File: src/rtl/serial_adder_pkg.sv
// Shared definitions for the bit-serial adder: FSM state encodings and default width.
package serial_adder_pkg;

  localparam int DEFAULT_WIDTH = 8;

  typedef enum logic [1:0] {
    IDLE  = 2'b00,
    SHIFT = 2'b01,
    DONE  = 2'b10
  } state_t;

endpackage

File: src/rtl/serial_adder_full_adder.sv
// One-bit full-adder cell; the only arithmetic in the serial adder datapath.
module serial_adder_full_adder (
  input  logic a,
  input  logic b,
  input  logic ci,
  output logic s,
  output logic co
);

  assign s  = a ^ b ^ ci;
  assign co = (a & b) | (ci & (a ^ b));

endmodule

File: src/rtl/serial_adder.sv
// Bit-serial WIDTH-bit adder, LSB first, one full-adder cell with a registered carry.
// Optional signed-overflow output Ovf is built when SERIAL_ADDER_OVERFLOW_EN is defined.
module serial_adder
  import serial_adder_pkg::*;
#(
  parameter int WIDTH = DEFAULT_WIDTH
) (
  input  logic             clk,
  input  logic             rst_n,
  input  logic             start,
  input  logic [WIDTH-1:0] A,
  input  logic [WIDTH-1:0] B,
  input  logic             Cin,
  output logic             busy,
  output logic             done,
  output logic [WIDTH-1:0] Sum,
  output logic             Cout,
`ifdef SERIAL_ADDER_OVERFLOW_EN
  output logic             Ovf,
`endif
  output state_t           dbg_state
);

  localparam int CW = $clog2(WIDTH + 1);
  localparam logic [CW-1:0] LAST = CW'(WIDTH - 1);

  // Handshake: an accepted start is start=1 sampled in IDLE or DONE; the result
  // is valid for the single cycle done is high and is held until the next accepted start.
  state_t           state;
  logic [WIDTH-1:0] opa, opb, sum_sr;
  logic             carry;
  logic [CW-1:0]    cnt;
  logic             fa_s, fa_co;
  logic [WIDTH-1:0] sum_next;

  serial_adder_full_adder u_fa (
    .a  (opa[0]),
    .b  (opb[0]),
    .ci (carry),
    .s  (fa_s),
    .co (fa_co)
  );

  assign sum_next  = {fa_s, sum_sr[WIDTH-1:1]};
  assign dbg_state = state;

  always_ff @(posedge clk) begin
    if (!rst_n) begin
      state  <= IDLE;
      busy   <= 1'b0;
      done   <= 1'b0;
      Sum    <= '0;
      Cout   <= 1'b0;
      opa    <= '0;
      opb    <= '0;
      sum_sr <= '0;
      carry  <= 1'b0;
      cnt    <= '0;
`ifdef SERIAL_ADDER_OVERFLOW_EN
      Ovf    <= 1'b0;
`endif
    end else begin
      case (state)
        IDLE, DONE: begin
          done <= 1'b0;
          if (start) begin
            opa    <= A;
            opb    <= B;
            carry  <= Cin;
            cnt    <= '0;
            sum_sr <= '0;
            busy   <= 1'b1;
            state  <= SHIFT;
          end else begin
            busy  <= 1'b0;
            state <= IDLE;
          end
        end
        SHIFT: begin
          sum_sr <= sum_next;
          carry  <= fa_co;
          opa    <= opa >> 1;
          opb    <= opb >> 1;
          cnt    <= cnt + CW'(1);
          if (cnt == LAST) begin
            // On the MSB step, carry still holds the carry into the MSB.
            Sum   <= sum_next;
            Cout  <= fa_co;
`ifdef SERIAL_ADDER_OVERFLOW_EN
            Ovf   <= carry ^ fa_co;
`endif
            busy  <= 1'b0;
            done  <= 1'b1;
            state <= DONE;
          end
        end
        default: begin
          busy  <= 1'b0;
          done  <= 1'b0;
          state <= IDLE;
        end
      endcase
    end
  end

endmodule

File: config.mk
export PLATFORM = sky130hd
export DESIGN_NAME = serial_adder
export DESIGN_NICKNAME = d
export VERILOG_FILES = /design/src/rtl/serial_adder_pkg.sv /design/src/rtl/serial_adder_full_adder.sv /design/src/rtl/serial_adder.sv
export SDC_FILE = /design/constraint.sdc
export NUM_CORES = 1
export LEC_CHECK = 0
export CAP_MARGIN = 5
export CORE_ASPECT_RATIO = 1.2
export CORE_MARGIN = 1
export CORE_UTILIZATION = 40
export CTS_CLUSTER_DIAMETER = 40
export CTS_CLUSTER_SIZE = 20
export DETAILED_ROUTE_END_ITERATION = 7
export HOLD_SLACK_MARGIN = 0.05
export RECOVER_POWER = 25
export REMOVE_ABC_BUFFERS = 1
export SLEW_MARGIN = 20
export SYNTH_ARGS = -nofsm -noshare
export SYNTH_HDL_FRONTEND = slang
export SYNTH_HIERARCHICAL = 1
export SYNTH_SLANG_ARGS = --single-unit
File: constraint.sdc
create_clock -name clk -period 3.5 [get_ports clk]
set_clock_uncertainty 0.2 [all_clocks]
set_input_delay 0.7 -clock clk [delete_from_list [all_inputs] [get_ports clk]]
set_output_delay 0.7 -clock clk [all_outputs]
set_load 0.02 [all_outputs]
# --- Word level (Yosys, flattened, before mapping) ---
# Cells that the tools add are included.
totals:
  latch_bits: 0
  wordCells: 43
  out_inout_bits: 13
  mem_bits_rw: 0
  ff_bits: 42
  inputBits: 20
  mem_bits_ro: 0
  mem_count: 0
op_classes:
  n_shift: 0
  bitwise_logic: 5
  mux: 16
  n_lt_le_gt_ge: 0
  n_eq_ne: 5
  n_div: 0
  addsub: 1
  mul: 0
  reduce_logical: 6
ops:
  columns: ["operator", "count"]
  rows:
  - ["8-bit case mux with 2 select lines", 3]
  - ["8-bit 2-to-1 mux", 3]
  - ["4-bit case mux with 2 select lines", 1]
  - ["2-bit AND reduction", 3]
  - ["4-bit by 1-bit adder with 4-bit output, second input constant", 1]
  - ["4-bit by 3-bit equality test with 1-bit output, second input constant", 1]
  - ["1-bit 2-to-1 mux", 4]
  - ["4-bit 2-to-1 mux", 1]
  - ["2-bit != test, second input constant", 2]
  - ["1-bit case mux with 2 select lines", 2]
  - ["2-bit case mux with 2 select lines", 1]
  - ["1-bit bitwise AND", 2]
  - ["2-bit by 1-bit equality test with 1-bit output, second input constant", 1]
  - ["2-bit equality test, second input constant", 1]
  - ["2-bit zero test", 1]
  - ["2-bit 2-to-1 mux", 1]
  - ["2-bit nonzero test", 1]
  - ["2-bit OR reduction", 1]
  - ["1-bit XOR", 2]
  - ["1-bit OR", 1]

# --- Longest topological paths before layout ---
# Gate-level depths: netlist of run 1.
depth:
  word_depth: 4
  ltp_mapped: 5
  ltp_nobuf: 4

# --- Cells and area by module ---
# The synthesis of run 1 kept the hierarchy.
by_module_without_submodules:
  columns: ["mod", "seq_area_each_um2", "instances", "cells_per_inst", "area_per_inst_um2"]
  rows:
  - ["serial_adder", 800.8, 1, 182, 1610.3]
  - ["serial_adder_full_adder", 0.0, 1, 1, 20.0]

# --- Worst setup path after synthesis of run 1 ---
# No wires, ideal clock.
synth_path:
  path_kind: "in2reg"
  start: "in start"
  end: "reg cnt[2]"
  setup_time_ps: 79
  required_ps: 3221
  t_arrival_ps: 1415
  setup_slack_ps: 1806
  cell_stages: 4
  path_buffers: 1
  cell_sequence: "nor2b_1 > buf_2 > mux2_4 > a211oi_2"
synth_between:
  elab_chain_cells: 2
synth_rtl:
  columns: ["item", "line", "rtl"]
  rows:
  - ["start, declared", "serial_adder.sv:10", "input logic start,"]
  - ["2-bit != test (no line)", null, null]
  - ["2-bit AND reduction (no line)", null, null]
  - ["end signal, assigned", "serial_adder.sv:84", "cnt <= cnt + CW'(1);"]
  - ["end, declared", "serial_adder.sv:32", "logic [CW-1:0] cnt;"]
# No other way between the ends.
# A chain may end at the register's enable or synchronous reset.

# --- Worst setup path after layout of run 1 ---
layout_path:
  start: "reg state[0], in the netlist dbg_state[0]"
  end: "reg Sum[1]"
layout_between:
  elab_chain_cells: 2
layout_rtl:
  columns: ["item", "line", "rtl"]
  rows:
  - ["start, declared", "serial_adder.sv:29", "state_t state;"]
  - ["start signal, assigned", "serial_adder.sv:49", "state <= IDLE;"]
  - ["start signal, assigned", "serial_adder.sv:73", "state <= SHIFT;"]
  - ["start signal, assigned", "serial_adder.sv:76", "state <= IDLE;"]
  - ["2-bit by 1-bit equality test with 1-bit output", "serial_adder.sv:63", "case (state)"]
  - ["2-bit AND reduction (no line)", null, null]
  - ["end signal, assigned", "serial_adder.sv:87", "Sum <= sum_next;"]
  - ["end, declared", "serial_adder.sv:16", "output logic [WIDTH-1:0] Sum,"]
# No other way between the ends.

==> impl_metrics.tcl, run 1 <==
set metrics [dict create \
    outcome "completed" \
    tns_ns 0 \
    slowest_stage "nor2_1" \
    grt_pass1_wl_um 5620 \
    path_clk_slew_ns 0.07 \
    layout.nets 230 \
    cp_max_fo 28 \
    crit_buf_inv 0 \
    crit_path_cell_trace "nand2b_1, nor2_1, mux2i_1" \
    synth.distinct_cells 23 \
    finalHoldViolCount 0 \
    ios 33 \
    drc 0 \
    postRouteAntennaNets 0 \
    max_freq_mhz 393 \
    dp_slack_ns 1.00 \
    wl_um 3390 \
    r2r_setup_slack_ns 0.95 \
    whs_ns 0.253 \
    diodes 0 \
    yosysSeqAreaShare_pct 49.1 \
    via_count 1393 \
    grt_max_degree 29 \
    fin_total_pwr_mw 0.891 \
    wl_per_cell_um 12.9 \
    antenna_found_initial 0 \
    hpwlAfterDp_um 2180 \
    end_kind "flop" \
    clock_path_buffers 2 \
    total_leakage_power_nw 0.680 \
    cts_tree "yes" \
    hp-class "flop to flop" \
    rows 25 \
    worst_pin_slew_ns 1.08 \
    ys.flop_type "dfxtp_1" \
    ys.warnings.count 6 \
    yosysTopAreaCellShare_pct 49.1 \
    die_h_um 71.9 \
    p_per_area_nw_per_um2 441 \
    fp.dieW_um 60.3 \
    setup_viol 0 \
    firstDrtPassIters 4 \
    post-synth-top-count-cell "dfxtp_1" \
    drt_first_iter_violations 83 \
    syn_area_per_cell_um2 8.91 \
    cp_top_family "simple AND/OR/NAND/NOR gates" \
    async_flop_share_pct 0 \
    ys_top_cells_by_area "dfxtp_1, a21oi_1, nand3_1" \
    syn_inst 183 \
    post_cts_buffers 0 \
    start_util_pct 41.7 \
    gp_congestion 0.694 \
    first_global_vias 1280 \
    io_buffers 32 \
    arrival_ns 2.56 \
    cp_slowest_stage_delay_ns 0.98 \
    ctsHoldBuffers 0 \
    finalCritPeriodShare_pct 72.8 \
    report.final.slew_viol_count 0 \
    clock-root-buffer "clkbuf_8" \
    area_growth_pct 24.1 \
    final_util_pct 51.7 \
    cts-resized-gates 0 \
    worst_slack_ns 0.954 \
    synth.ff_latch_count 40 \
    mappedNetlistArea_um2 1630 \
    maxCapViolCount 0 \
    max_slew_margin_pct 28.0 \
    period_needed_ns 2.55 \
    cp-start-kind "flop" \
    drive_gt1_share_pct 4.31 \
    synth_commonest_cells "dfxtp_1, a21oi_1, nand2_1" \
    ir_drop_uv 238 \
    num-fill-cells 379 \
    grtUsageTotal_pct 17.2 \
    synth_edf_count 0 \
    avgViaCountPerCell 5.30 \
    worstSkewPairLatency_ns 0.28 \
    worstSetupPathType "flop to flop" \
    numCtsBuffers 5 \
    core_um2 3910 \
    cts_htree_levels 2 \
    clock-sinks 40 \
    synth_top_cell_by_area "dfxtp_1" \
    required_ns 3.51 \
    grt_setup_unrepaired "no" \
    grt.overflow.total 0 \
    die_area_um2 4340 \
]
[layout make-up]
cell class	instances	area [µm²]	area share, %
Sequential cell	40	801	39.6
Multi-Input combinational cell	125	722	35.7
Inverter	2	7.51	0.371
Timing Repair Buffer	34	335	16.6
Tap cell	54	67.6	3.34
Clock buffer	8	90.1	4.45
[tightest hold or removal path, delay by kind of cell (launching register included)]
| family | cells | cell delay, ns |
|---|---|---|
| AO/OA/AOI/OAI | 1 | 0.05 |
| flip-flops | 1 | 0.31 |
| buffers and inverters | 1 | 0.05 |
[flip-flops by register name, indices dropped and copies added, names as in the netlist]
name,flops
Cout,1
sum_sr,7
carry,1
opb,8
Sum,8
done,1
dbg_state,2
opa,8
cnt,4
[placed cells by master, fill, tap and decap left out, types with 2 or more instances in the layout]
master / Yosys / routed
dfxtp_1: 40 / 40
clkdlybuf4s50_1: 0 / 32
nand2_1: 29 / 29
a21oi_1: 29 / 29
nand3_1: 27 / 27
a22oi_1: 15 / 15
mux2i_1: 10 / 10
clkbuf_8: 0 / 6
nand2b_1: 4 / 4
nor2_1: 2 / 3
inv_1: 1 / 2
clkbuf_1: 4 / 2
buf_4: 3 / 2
[logic make-up after synthesis]
family	Yosys count	synth area share (%)
buffers and inverters	18	5.91
muxes	11	7.06
AOI/OAI and AO/OA	45	16.6
and+or+nand+nor	67	19.3
DFF	40	49.1
adders and majority gates	2	2.00
[stage by stage]
stage,cell area (µm²),cells
floorplan,1540,167
global placement,1940,255
detailed placement,1940,255
CTS,2030,263
global route,2020,263
finish,2020,263
[final timing paths]
check                               to         start  cells after the start
worst max register to register  Sum[1]  dbg_state[0]                      3
worst min-delay path              done          done                      2
worst max-delay path            Sum[1]  dbg_state[0]                      3
worst min register to register    done          done                      2
[where the power goes]
part	switching (mW)	total (mW)	internal (mW)	leakage, nW
combinational	0.0570	0.100	0.0431	0.309
clock	0.148	0.309	0.161	0.0455
sequential	0.0106	0.482	0.472	0.325
total	0.216	0.891	0.675	0.680
[routing by layer]
layer	vias to the layer above	part of all wire (%)	track usage (%)
met5	-	0	0
met4	0	0.56	6.98
met3	2	5.0	4.63
met2	43	51	29.7
met1	664	44	19.6
li1	684	-	-
(Power assumes the default switching activity.)
==> inputs of run 2 (changes only) <==
--- a/config.mk
+++ b/config.mk
@@ -13,6 +13,7 @@
 export CTS_CLUSTER_SIZE = 20
 export DETAILED_ROUTE_END_ITERATION = 7
 export HOLD_SLACK_MARGIN = 0.05
+export PLACE_DENSITY = 0.67
 export RECOVER_POWER = 25
 export REMOVE_ABC_BUFFERS = 1
 export SLEW_MARGIN = 20
==> constraint.sdc (replaced) <==
create_clock -name clk -period 2.1 [get_ports clk]
set_clock_uncertainty 0.2 [all_clocks]
set_input_delay 0.42 -clock clk [delete_from_list [all_inputs] [get_ports clk]]
set_output_delay 0.42 -clock clk [all_outputs]
set_load 0.02 [all_outputs]
==> run 2 against run 1 <==
  * Via count is 1.4% lower
  * First-iteration DRC count decreased by 12%
  * Wire length is 3.1% lower
  * Core utilization increased by 2.1 points
  * Critical endpoint is now busy
==> impl_metrics.tcl, run 2 (synthesized netlist as in run 1, its figures left out) <==
set metrics [dict create \
    period_needed_ns 1.96 \
    post_cts_buffers 0 \
    ios 33 \
    p_seq_share_pct 50.1 \
    total_leakage_power_nw 0.726 \
    cts_htree_levels 2 \
    grtUsageTotal_pct 16.6 \
    ctsHoldBuffers 0 \
    cp-start-kind "flop" \
    core_um2 3910 \
    worstSetupPathType "flop to output port" \
    clock-root-buffer "clkbuf_8" \
    switching_power_mw 0.379 \
    fin_total_pwr_mw 1.60 \
    cp_slowest_stage_delay_ns 0.64 \
    io_buffers 32 \
    final_area_um2 2110 \
    num-fill-cells 383 \
    postRouteAntennaNets 0 \
    diodes 0 \
    slowest_stage "clkdlybuf4s50_1" \
    grt.overflow.total 0 \
    first_global_vias 1223 \
    grt_max_degree 29 \
    arrival_ns 1.34 \
    swShare_pct 23.7 \
    r2r_end "Cout" \
    die_area_um2 4340 \
    start_util_pct 41.7 \
    required_ns 1.48 \
    cp_max_fo 6 \
    cts_tree "yes" \
    wl_um 3280 \
    final_util_pct 53.9 \
    die_h_um 71.9 \
    ir_drop_uv 373 \
    crit_buf_inv 1 \
    r2r_setup_slack_ns 0.47 \
    drc 0 \
    clock_path_buffers 2 \
    layout.nets 238 \
    max_freq_mhz 510 \
    setup_viol 0 \
    area_growth_pct 29.2 \
    max_slew_margin_pct 39.0 \
    path_depth 1 \
    crit_path_cell_trace "clkdlybuf4s50_1" \
    report.final.slew_viol_count 0 \
    mostFrequentLayoutCells "dfxtp_1, clkdlybuf4s50_1, nand2_1, a21oi_1, nand3_1" \
    end_kind "output port" \
    crit_path_end "busy" \
    drive_gt1_share_pct 8.76 \
    crit-reg2reg-launch "cnt[0]" \
    mostFrequentLayoutCell "dfxtp_1" \
    internal-power_mw 1.22 \
    antenna_found_initial 0 \
    hpwlAfterDp_um 2120 \
    p_per_area_nw_per_um2 761 \
    hp-class "flop to flop" \
    grt_pass1_wl_um 5380 \
    largestRegisters "Sum x8, opa x8, opb x8" \
    drt_first_iter_violations 73 \
    cts-resized-gates 0 \
    outcome "completed" \
    gp_congestion 0.730 \
    worst_pin_slew_ns 0.915 \
    clock-sinks 40 \
    grt_setup_unrepaired "no" \
    p_clk_share_pct 38.4 \
    avgViaCountPerCell 5.07 \
    via_count 1374 \
    post_dp_cell_area_um2 2000 \
    maxCapViolCount 0 \
    comb_power_share_pct 11.5 \
    tns_ns 0 \
    numCtsBuffers 5 \
    reg2reg_depth 4 \
    cp_top_family "buffers and inverters" \
    wl_per_cell_um 12.1 \
    cp-startpoint "dbg_state[0]" \
    whs_ns 0.252 \
    worstSkewPairLatency_ns 0.29 \
    fp.dieW_um 60.3 \
    finalHoldViolCount 0 \
    rows 25 \
    path_clk_slew_ns 0.08 \
    finalCritPeriodShare_pct 93.4 \
    firstDrtPassIters 4 \
]
-- run 2: stage by stage --
stage / setup WS [ns] / std cells
4_1_cts: 0.119 / 271
3_3_place_gp: 0.223 / 263
2_1_floorplan: 0.0565 / 167
3_5_place_dp: 0.197 / 263
5_1_grt: 0.0393 / 271
6_report: 0.139 / 271
-- run 2: worst min path at each step --
stage | start | end | slack (ns) | cells after the start
2_1_floorplan | sum_sr[1] | Sum[0] | 0.24 | 2
3_3_place_gp | done | done | 0.24 | 2
3_5_place_dp | done | done | 0.24 | 2
4_1_cts | done | done | 0.25 | 2
5_1_grt | done | done | 0.26 | 2
6_report | done | done | 0.25 | 2
-- run 2: per-layer routing --
layer / vias up / routed length (µm) / global-route usage [%]
met4: 0 / 67 / 7.75
li1: 704 / - / -
met3: 5 / 144 / 4.99
met5: - / 0 / 0
met1: 632 / 1590 / 21.1
met2: 33 / 1480 / 25.3
-- run 2: power groups by stage --
stage          sequential [mW]  clock, mW  combinational, mW
2_1_floorplan            0.821          0             0.0880
3_3_place_gp             0.820          0              0.185
3_5_place_dp             0.821          0              0.185
4_1_cts                  0.803      0.638              0.186
5_1_grt                  0.807      0.673              0.203
6_report                 0.803      0.616              0.184
-- run 2: area by class of cell --
type	count	area, µm²	area share, %
clock buffer	5	68.8	3.27
clock inverter	3	42.5	2.02
inverter	2	7.51	0.356
multi-input combinational	125	728	34.6
sequential	40	801	38.0
tap	54	67.6	3.21
timing repair buffer	42	392	18.6
==> inputs of run 3 (changes only) <==
--- a/config.mk
+++ b/config.mk
@@ -16,7 +16,6 @@
 export PLACE_DENSITY = 0.67
 export RECOVER_POWER = 25
 export REMOVE_ABC_BUFFERS = 1
-export SLEW_MARGIN = 20
 export SYNTH_ARGS = -nofsm -noshare
 export SYNTH_HDL_FRONTEND = slang
 export SYNTH_HIERARCHICAL = 1
==> results of run 3 <==
Final layout, timing and power as in run 2 (identical DEF).
